<file path="src/rtl/packing_line_ctrl_if.sv">
// Packing line control/status bundle between the sequencing controller and the line.
// master = controller side, slave = line/sensor side.
interface packing_line_ctrl_if #(
  parameter int unsigned CNT_W = 4
) ();
  logic             start;
  logic             item_sense;
  logic             seal_ack;
  logic             conveyor_en;
  logic             seal_req;
  logic [CNT_W-1:0] item_cnt;
  logic [CNT_W-1:0] box_cnt;
  logic             batch_done;
  logic             fault;

  modport master (
    input  start, item_sense, seal_ack,
    output conveyor_en, seal_req, item_cnt, box_cnt, batch_done, fault
  );

  modport slave (
    output start, item_sense, seal_ack,
    input  conveyor_en, seal_req, item_cnt, box_cnt, batch_done, fault
  );
endinterface

</file>
<file path="src/rtl/packing_line_ctrl.sv">
// Packing line sequencer: counts items, runs the four-phase seal handshake, counts boxes.
// Optional seal watchdog enabled by defining SEAL_TIMEOUT_EN.
module packing_line_ctrl #(
  parameter int unsigned CNT_W           = 4,
  parameter int unsigned ITEMS_PER_BOX   = 10,
  parameter int unsigned BOXES_PER_BATCH = 10,
  parameter int unsigned SEAL_TIMEOUT    = 255,
  parameter int unsigned TO_W            = 8
) (
  input  logic                clk,
  input  logic                rst_n,
  packing_line_ctrl_if.master line
);

  typedef enum logic [2:0] {
    S_IDLE,
    S_FILL,
    S_SEAL,
    S_SEAL_REL,
    S_DONE,
    S_FAULT
  } state_t;

  localparam logic [CNT_W-1:0] ITEM_LAST = CNT_W'(ITEMS_PER_BOX);
  localparam logic [CNT_W-1:0] BOX_LAST  = CNT_W'(BOXES_PER_BATCH);

  // Elaboration-time parameter sanity checks
  if (ITEMS_PER_BOX < 1 || ITEMS_PER_BOX > (2**CNT_W - 1)) begin : g_bad_items
    $error("ITEMS_PER_BOX out of range for CNT_W");
  end
  if (BOXES_PER_BATCH < 1 || BOXES_PER_BATCH > (2**CNT_W - 1)) begin : g_bad_boxes
    $error("BOXES_PER_BATCH out of range for CNT_W");
  end
  if (SEAL_TIMEOUT < 1 || SEAL_TIMEOUT > (2**TO_W - 1)) begin : g_bad_timeout
    $error("SEAL_TIMEOUT out of range for TO_W");
  end

  logic sync1_q, sync2_q, dly_q;
  logic item_edge;

  state_t           state_q, state_d;
  logic             conv_q, conv_d;
  logic             req_q, req_d;
  logic [CNT_W-1:0] item_q, item_d;
  logic [CNT_W-1:0] box_q, box_d;
  logic             done_q, done_d;
  logic [CNT_W-1:0] item_inc, box_inc;

`ifdef SEAL_TIMEOUT_EN
  localparam logic [TO_W-1:0] TO_LIMIT = TO_W'(SEAL_TIMEOUT);
  logic             fault_q, fault_d;
  logic [TO_W-1:0]  wd_q, wd_d;
  logic [TO_W-1:0]  wd_inc;
  assign wd_inc = wd_q + TO_W'(1);
`endif

  // Metastability synchroniser plus delay stage for rising-edge detection
  always_ff @(posedge clk or negedge rst_n) begin
    if (!rst_n) begin
      sync1_q <= 1'b0;
      sync2_q <= 1'b0;
      dly_q   <= 1'b0;
    end else begin
      sync1_q <= line.item_sense;
      sync2_q <= sync1_q;
      dly_q   <= sync2_q;
    end
  end

  assign item_edge = sync2_q & ~dly_q;
  assign item_inc  = item_q + CNT_W'(1);
  assign box_inc   = box_q + CNT_W'(1);

  // Next-state and next-output logic
  always_comb begin
    state_d = state_q;
    conv_d  = conv_q;
    req_d   = req_q;
    item_d  = item_q;
    box_d   = box_q;
    done_d  = done_q;
`ifdef SEAL_TIMEOUT_EN
    fault_d = fault_q;
    wd_d    = wd_q;
`endif
    case (state_q)
      S_IDLE: begin
        conv_d = 1'b0;
        req_d  = 1'b0;
        if (line.start) begin
          state_d = S_FILL;
          item_d  = '0;
          box_d   = '0;
          done_d  = 1'b0;
          conv_d  = 1'b1;
        end
      end

      S_FILL: begin
        conv_d = 1'b1;
        req_d  = 1'b0;
        if (item_edge) begin
          item_d = item_inc;
          if (item_inc == ITEM_LAST) begin
            state_d = S_SEAL;
            conv_d  = 1'b0;
            req_d   = 1'b1;
`ifdef SEAL_TIMEOUT_EN
            wd_d    = '0;
`endif
          end
        end
      end

      S_SEAL: begin
        conv_d = 1'b0;
        req_d  = 1'b1;
        if (line.seal_ack) begin
          state_d = S_SEAL_REL;
          req_d   = 1'b0;
        end
`ifdef SEAL_TIMEOUT_EN
        else begin
          wd_d = wd_inc;
          if (wd_inc == TO_LIMIT) begin
            state_d = S_FAULT;
            fault_d = 1'b1;
            req_d   = 1'b0;
          end
        end
`endif
      end

      S_SEAL_REL: begin
        conv_d = 1'b0;
        req_d  = 1'b0;
        if (!line.seal_ack) begin
          item_d = '0;
          box_d  = box_inc;
          if (box_inc == BOX_LAST) begin
            state_d = S_DONE;
            done_d  = 1'b1;
          end else begin
            state_d = S_FILL;
            conv_d  = 1'b1;
          end
        end
      end

      S_DONE: begin
        conv_d = 1'b0;
        req_d  = 1'b0;
        done_d = 1'b1;
        if (line.start) begin
          state_d = S_FILL;
          item_d  = '0;
          box_d   = '0;
          done_d  = 1'b0;
          conv_d  = 1'b1;
        end
      end

`ifdef SEAL_TIMEOUT_EN
      // Counts stay frozen for inspection; the following IDLE start clears them
      S_FAULT: begin
        conv_d  = 1'b0;
        req_d   = 1'b0;
        fault_d = 1'b1;
        if (line.start) begin
          state_d = S_IDLE;
          fault_d = 1'b0;
        end
      end
`endif

      default: begin
        state_d = S_IDLE;
        conv_d  = 1'b0;
        req_d   = 1'b0;
      end
    endcase
  end

  always_ff @(posedge clk or negedge rst_n) begin
    if (!rst_n) begin
      state_q <= S_IDLE;
      conv_q  <= 1'b0;
      req_q   <= 1'b0;
      item_q  <= '0;
      box_q   <= '0;
      done_q  <= 1'b0;
`ifdef SEAL_TIMEOUT_EN
      fault_q <= 1'b0;
      wd_q    <= '0;
`endif
    end else begin
      state_q <= state_d;
      conv_q  <= conv_d;
      req_q   <= req_d;
      item_q  <= item_d;
      box_q   <= box_d;
      done_q  <= done_d;
`ifdef SEAL_TIMEOUT_EN
      fault_q <= fault_d;
      wd_q    <= wd_d;
`endif
    end
  end

  assign line.conveyor_en = conv_q;
  assign line.seal_req    = req_q;
  assign line.item_cnt    = item_q;
  assign line.box_cnt     = box_q;
  assign line.batch_done  = done_q;
`ifdef SEAL_TIMEOUT_EN
  assign line.fault       = fault_q;
`else
  assign line.fault       = 1'b0;
`endif

endmodule

</file>
<file path="src/flat_wrapper.sv">
// flat-port wrapper written by rule: the top's interface ports become plain ports
module packing_line_ctrl_flat 
#(
  parameter int unsigned CNT_W           = 4,
  parameter int unsigned ITEMS_PER_BOX   = 10,
  parameter int unsigned BOXES_PER_BATCH = 10,
  parameter int unsigned SEAL_TIMEOUT    = 255,
  parameter int unsigned TO_W            = 8
)
  (clk, rst_n, line_start, line_item_sense, line_seal_ack, line_conveyor_en, line_seal_req, line_item_cnt, line_box_cnt, line_batch_done, line_fault);
  packing_line_ctrl_if #(.CNT_W(CNT_W)) line_i ();
  input  logic clk;
  input  logic rst_n;
  input wire logic [$bits(line_i.start)-1:0] line_start;
  input wire logic [$bits(line_i.item_sense)-1:0] line_item_sense;
  input wire logic [$bits(line_i.seal_ack)-1:0] line_seal_ack;
  output wire logic [$bits(line_i.conveyor_en)-1:0] line_conveyor_en;
  output wire logic [$bits(line_i.seal_req)-1:0] line_seal_req;
  output wire logic [$bits(line_i.item_cnt)-1:0] line_item_cnt;
  output wire logic [$bits(line_i.box_cnt)-1:0] line_box_cnt;
  output wire logic [$bits(line_i.batch_done)-1:0] line_batch_done;
  output wire logic [$bits(line_i.fault)-1:0] line_fault;
  assign line_i.start = line_start;
  assign line_i.item_sense = line_item_sense;
  assign line_i.seal_ack = line_seal_ack;
  assign line_conveyor_en = line_i.conveyor_en;
  assign line_seal_req = line_i.seal_req;
  assign line_item_cnt = line_i.item_cnt;
  assign line_box_cnt = line_i.box_cnt;
  assign line_batch_done = line_i.batch_done;
  assign line_fault = line_i.fault;
  packing_line_ctrl #(.CNT_W(CNT_W), .ITEMS_PER_BOX(ITEMS_PER_BOX), .BOXES_PER_BATCH(BOXES_PER_BATCH), .SEAL_TIMEOUT(SEAL_TIMEOUT), .TO_W(TO_W)) u_core (.clk(clk), .rst_n(rst_n), .line(line_i));
endmodule
</file>
<file path="config.mk">
export PLATFORM = sky130hd
export DESIGN_NAME = packing_line_ctrl_flat
export DESIGN_NICKNAME = d
export VERILOG_FILES = /design/src/rtl/packing_line_ctrl_if.sv /design/src/rtl/packing_line_ctrl.sv /design/src/flat_wrapper.sv
export SDC_FILE = /design/constraint.sdc
export NUM_CORES = 1
export LEC_CHECK = 0
export ABC_AREA = 1
export BUFFER_PORTS_ARGS = -buffer_cell sky130_fd_sc_hd__buf_2
export CORE_MARGIN = 2
export CORE_UTILIZATION = 27
export CTS_CLUSTER_SIZE = 24
export DETAILED_ROUTE_END_ITERATION = 10
export GPL_TIMING_DRIVEN = 0
export SETUP_SLACK_MARGIN = 0.4
export SLEW_MARGIN = 20
export SYNTH_ARGS = -nofsm -noshare
export SYNTH_HDL_FRONTEND = slang
export SYNTH_SLANG_ARGS = --single-unit
</file>
<file path="constraint.sdc">
create_clock -name clk -period 3 [get_ports clk]
set_input_delay 0.3 -clock clk [delete_from_list [all_inputs] [get_ports clk]]
set_output_delay 0.3 -clock clk [all_outputs]
set_load 0.02 [all_outputs]
</file>
### After elaboration in Yosys (flattened, before gate mapping)

Cells that the tools add are included.
Widths: inputs -> output; s select.

| storage, ports and cells | value |
|---|---|
| bits in registers | 17 |
| bits in latches | 0 |
| memory bits (writable) | 0 |
| ROM bits | 0 |
| word-level logic and storage cells | 63 |
| memories | 0 |

| cells by class | value |
|---|---|
| $add $sub $neg | 2 |
| multipliers | 0 |
| div/mod/pow operators | 0 |
| magnitude comparators | 0 |
| eq/ne operators | 13 |
| shift operators | 0 |
| mux-type cells | 28 |
| bitwise gates (word level) | 2 |
| reduce and logical (&&, ||, !) cells | 9 |

Operator list:

| kind | number |
|---|---|
| $mux 3 | 6 |
| $mux 4 | 4 |
| $mux 1 | 12 |
| $pmux 3 s4 | 1 |
| $pmux 4 s3 | 1 |
| $add 4x1->4 const B | 2 |
| $eq 4x4->1 const B | 2 |
| $ne 2x1->1 const B | 4 |
| $pmux 4 s2 | 1 |
| $reduce_and 4->1 | 2 |
| $eq 3x2->1 const B | 2 |
| $ne 2x2->1 const B | 3 |
| $pmux 1 s3 | 2 |
| $reduce_bool 3->1 | 2 |
| $reduce_and 5->1 | 1 |
| $eq 3x1->1 const B | 1 |
| $eq 3x3->1 const B | 1 |
| $logic_not 3->1 | 1 |
| $reduce_and 3->1 | 1 |
| $pmux 1 s2 | 1 |
| $reduce_bool 2->1 | 1 |
| $reduce_or 2->1 | 1 |
| $and 1x1->1 | 1 |
| $not 1->1 | 1 |

### Depth between registers and ports, before layout

| logic depth | value |
|---|---|
| depth in word-level cells | 5 |
| depth in mapped cells | 10 |

### Worst setup path after synthesis

No wires, ideal clock.

| path | value |
|---|---|
| kind | register to register |
| from | register u_core.box_q[0], in the netlist u_core.line.box_cnt[0] |
| to | register u_core.done_q, in the netlist u_core.line.batch_done |
| arrival time | 1.221 ns |
| data required time | 2.882 ns |
| path slack | 1.661 ns |
| stages on the path, launching flop included | 11 |
| period minus slack after synthesis | 1.339 ns |
| path through | dfrtp_1 ha_1 inv_1 nand2_1 nand2_1 nor2_1 nand2_1 nand2_1 nand2_1 nand2_1 nand2_1 |

| on the way | value |
|---|---|
| longest elaborated chain between the ends | 4 |

Ends and longest elaborated chain:

| element | line | text |
|---|---|---|
| from (decl) | packing_line_ctrl.sv:45 | `logic [CNT_W-1:0] box_q, box_d;` |
| from (signal assigned) | packing_line_ctrl.sv:201 | `box_q <= box_d;` |
| $add 4x1->4 | packing_line_ctrl.sv:72 | `assign box_inc = box_q + CNT_W'(1);` |
| $eq 4x4->1 | packing_line_ctrl.sv:140 | `if (box_inc == BOX_LAST) begin` |
| $ne 2x1->1 (no source line) | - |  |
| $reduce_and 4->1 (no source line) | - |  |
| to (signal assigned) | packing_line_ctrl.sv:202 | `done_q <= done_d;` |
| to (decl) | packing_line_ctrl.sv:46 | `logic done_q, done_d;` |

Every way passes these cells.
A chain may end at the register's enable or synchronous reset.

### Worst setup path in the final report

| path | value |
|---|---|
| from | register u_core.item_q[0], in the netlist u_core.line.item_cnt[0] |
| to | register u_core.state_q[1] |

| on the way | value |
|---|---|
| longest elaborated chain between the ends | 4 |

Ends and longest elaborated chain:

| element | line | text |
|---|---|---|
| from (decl) | packing_line_ctrl.sv:44 | `logic [CNT_W-1:0] item_q, item_d;` |
| from (signal assigned) | packing_line_ctrl.sv:200 | `item_q <= item_d;` |
| $add 4x1->4 | packing_line_ctrl.sv:71 | `assign item_inc = item_q + CNT_W'(1);` |
| $eq 4x4->1 | packing_line_ctrl.sv:104 | `if (item_inc == ITEM_LAST) begin` |
| $ne 2x1->1 (no source line) | - |  |
| $reduce_and 5->1 (no source line) | - |  |
| to (signal assigned) | packing_line_ctrl.sv:197 | `state_q <= state_d;` |
| to (decl) | packing_line_ctrl.sv:41 | `state_t state_q, state_d;` |

Every way passes these cells.

==> results.yml <==
outcome:
  status: "finished, final reports clean"
finish:
  drive_gt1_frac: 0.1812
  fin_nets: 159
  fin_cells: 195
  area_growth_pct: 17.82
  n_fill_cell: 383
  diodes: 0
clock_tree:
  clkTransAtPathRegs_ns: 0.11
  clock_latency_ns: 0.30
  clock-root-buffer: "clkbuf_4"
  cts.path.max_buffers: 2
  cts.sinks: 17
  cts_buffers: 3
  cts_tree: "done"
  postCtsSetupRepairBufs: 0
  htree_levels: 1
worst_hold_path:
  hold_path.class: "in2reg"
  hp-start: "line_item_sense"
  min_path_cells: 1
  min_delay_worst_endpoint: "u_core.sync1_q"
floorplan:
  fp.dieW_um: 63.46
  die-area_um2: 4027
  start_util: 0.2839
  core_area_um2: 3363
  fp-row-count: 21
  io_pins: 17
  fp.dieH_um: 63.46
timing:
  final_max_slew_viol_count: 0
  fin_crit_sh: 0.4687
  rsz0062_at_grt: "false"
  fin_crit_ns: 1.406
  finalSetupViolCount: 0
  finalHoldViolations: 0
  finalClockSkew_ns: 0.009256
  fmax_ghz: 0.7112
  tns_ns: 0
drt:
  drc_errors: 0
  drt_iter0_drc: 43
  dr.pass1.iters: 4
  ant_nets: 0
  route.detailed.wl_per_inst_um: 9.482
  wl_um: 1849
  vias: 804
  via_per_inst: 4.123
setup_path:
  cp.required_ns: 3.24
  r2r-end: "u_core.state_q[1]"
  cpPeakStageDelay_ns: 0.46
  endpoint_kind: "flop"
  rr_startpoint: "u_core.line.item_cnt[0]"
  ff2ff_setup_slack_ns: 1.59
  crit_chain: "ha_1 > nand2_1 > nand2_1 > nor2_1 > nand2_1 > a21oi_1 > nand2_1 > nand2_1"
  cp-start-kind: "flop"
  critPathArrivalTime_ns: 1.64
  reg2reg_depth: 8
  cp_slowest_cell: "dfrtp_1"
  critical_path.most_common_cell: "nand2_1"
  critPathKind: "reg2reg"
  crit_fanout: 6
yosys:
  ys_seq_area_frac: 0.4456
  synth_nets: 138
  yosys.area.top_type: "dfrtp_1"
  ys_warn_count: 0
  ys_ff_latch: 17
  synth_edf_count: 0
  syn-cell-area_um2: 954.7
  synth_area_per_cell_um2: 7.401
  synthCells: 129
  synth_most_common_cell: "nand2_1"
  netlist.area_leader.share: 0.4456
  async_flop_share: 1.000
  synthDistinctLibCells: 18
  synth_common_cells: "nand2_1 (37), inv_1 (24), dfrtp_1 (17)"
  synth_area_leaders: "dfrtp_1 (45%), nand2_1 (15%), inv_1 (9.4%), nand3_1 (5.8%), ha_1 (5.2%)"
  yosys_most_used_dff: "dfrtp_1"
global_route:
  grt_pass1_wl_um: 3539
  grt_overflow: 0
  grt_use_total: 0.1098
  antenna_found_initial: 0
  grt_max_degree: 18
  grt_pass1_vias: 814
power:
  power.leakage_nw: 0.6157
  ir_drop_uv: 457.1
  total_power_mw: 1.015
  p_per_area_nw_per_um2: 902.5
place:
  dp.cells: 190
  dp_hpwl_um: 1419
  gp_congestion: 0.8226
  portBuffers: 15
run:
  maxCapViolations: 0
-- metrics by stage --
step                      utilization  worst slack (ns)  hold slack, ns  instance area, µm²
after global routing           0.3344             1.353         0.07762                1125
after CTS                      0.3344             1.584         0.09893                1125
final                          0.3344             1.594          0.1000                1125
after global placement         0.3233             1.619          0.2455                1087
after detailed placement       0.3233             1.611          0.2486                1087
after floorplan                     -             1.661        0.004409               954.7
-- worst max-delay path, delay by kind of cell, from the launching register on --
kind                       cells  cell delay [ns]
AOI/OAI and AO/OA              1             0.19
DFF                            1             0.46
adders and majority gates      1             0.24
and+or+nand+nor                6             0.45
-- metal layers --
metal / GRT usage / vias up / part of all wire
li1: - / 438 / -
met1: 0.1528 / 346 / 0.52
met2: 0.1684 / 18 / 0.43
met3: 0.03214 / 2 / 0.042
met4: 0.02446 / 0 / 0.0054
met5: 0 / - / 0
-- cell usage in the layout (no fill, tap or decap), drive strengths merged --
cell type / synthesis / final
a21oi: 2 / 2
buf: 1 / 16
clkbuf: 0 / 3
clkinv: 0 / 1
conb: 1 / 1
dfrtp: 17 / 17
dlygate4sd3: 0 / 1
ha: 4 / 4
inv: 25 / 25
nand2: 38 / 38
nand3: 11 / 11
nand4: 4 / 4
nor2: 13 / 13
o211ai: 1 / 1
o21a: 1 / 1
o21ai: 10 / 10
o31ai: 1 / 1
-- worst max path at each step --
| stage | start | slack, ns | endpoint | depth (start not counted) |
|---|---|---|---|---|
| CTS | u_core.line.item_cnt[0] | 1.58 | u_core.state_q[1] | 8 |
| detailed placement | u_core.state_q[1] | 1.61 | u_core.line.item_cnt[2] | 8 |
| finish | u_core.line.item_cnt[0] | 1.59 | u_core.state_q[1] | 8 |
| global placement | u_core.state_q[1] | 1.62 | u_core.line.item_cnt[3] | 8 |
| global route | u_core.line.item_cnt[0] | 1.35 | u_core.state_q[1] | 9 |
| floorplan | u_core.line.box_cnt[0] | 1.66 | u_core.line.batch_done | 10 |
-- state kept, by name, indices dropped and copies added, names as in the netlist --
| name | count |
|---|---|
| u_core.dly_q | 1 |
| u_core.sync2_q | 1 |
| u_core.line.seal_req | 1 |
| u_core.line.box_cnt | 4 |
| u_core.sync1_q | 1 |
| u_core.line.conveyor_en | 1 |
| u_core.line.batch_done | 1 |
| u_core.state_q | 3 |
| u_core.line.item_cnt | 4 |
-- cell families after synthesis --
logic type | synth area share
AO/OA/AOI/OAI | 0.08651
other | 0.003928
buffers and inverters | 0.1062
adder cells (fa/ha/maj) | 0.05243
AND/OR/NAND/NOR | 0.3054
flip-flops | 0.4456
-- power by group --
part | total (mW) | leakage (nW) | switching, mW | internal (mW)
sequential | 0.358 | 0.220 | 0.0667 | 0.292
clock | 0.127 | 0.0177 | 0.0775 | 0.0496
combinational | 0.530 | 0.378 | 0.356 | 0.174
total | 1.02 | 0.616 | 0.500 | 0.515
-- layout make-up --
cell class,count,area [µm²],share of cell area
Tap cell,46,57.56,0.05117
Timing Repair Buffer,16,85.08,0.07564
Clock inverter,1,5.005,0.004449
Sequential cell,17,425.4,0.3782
Inverter,25,93.84,0.08343
Clock buffer,3,22.52,0.02002
Multi-Input combinational cell,86,427.9,0.3804
Buffer,1,7.507,0.006674
-- timing repair --
item / 4_1_cts / 5_1_grt
endpoints found under the hold margin: 17 / 0
endpoints found under the setup margin: 0 / 0
gates resized for setup: 0 / 0
hold buffers: 1 / 0
(Power assumes the default switching activity.)
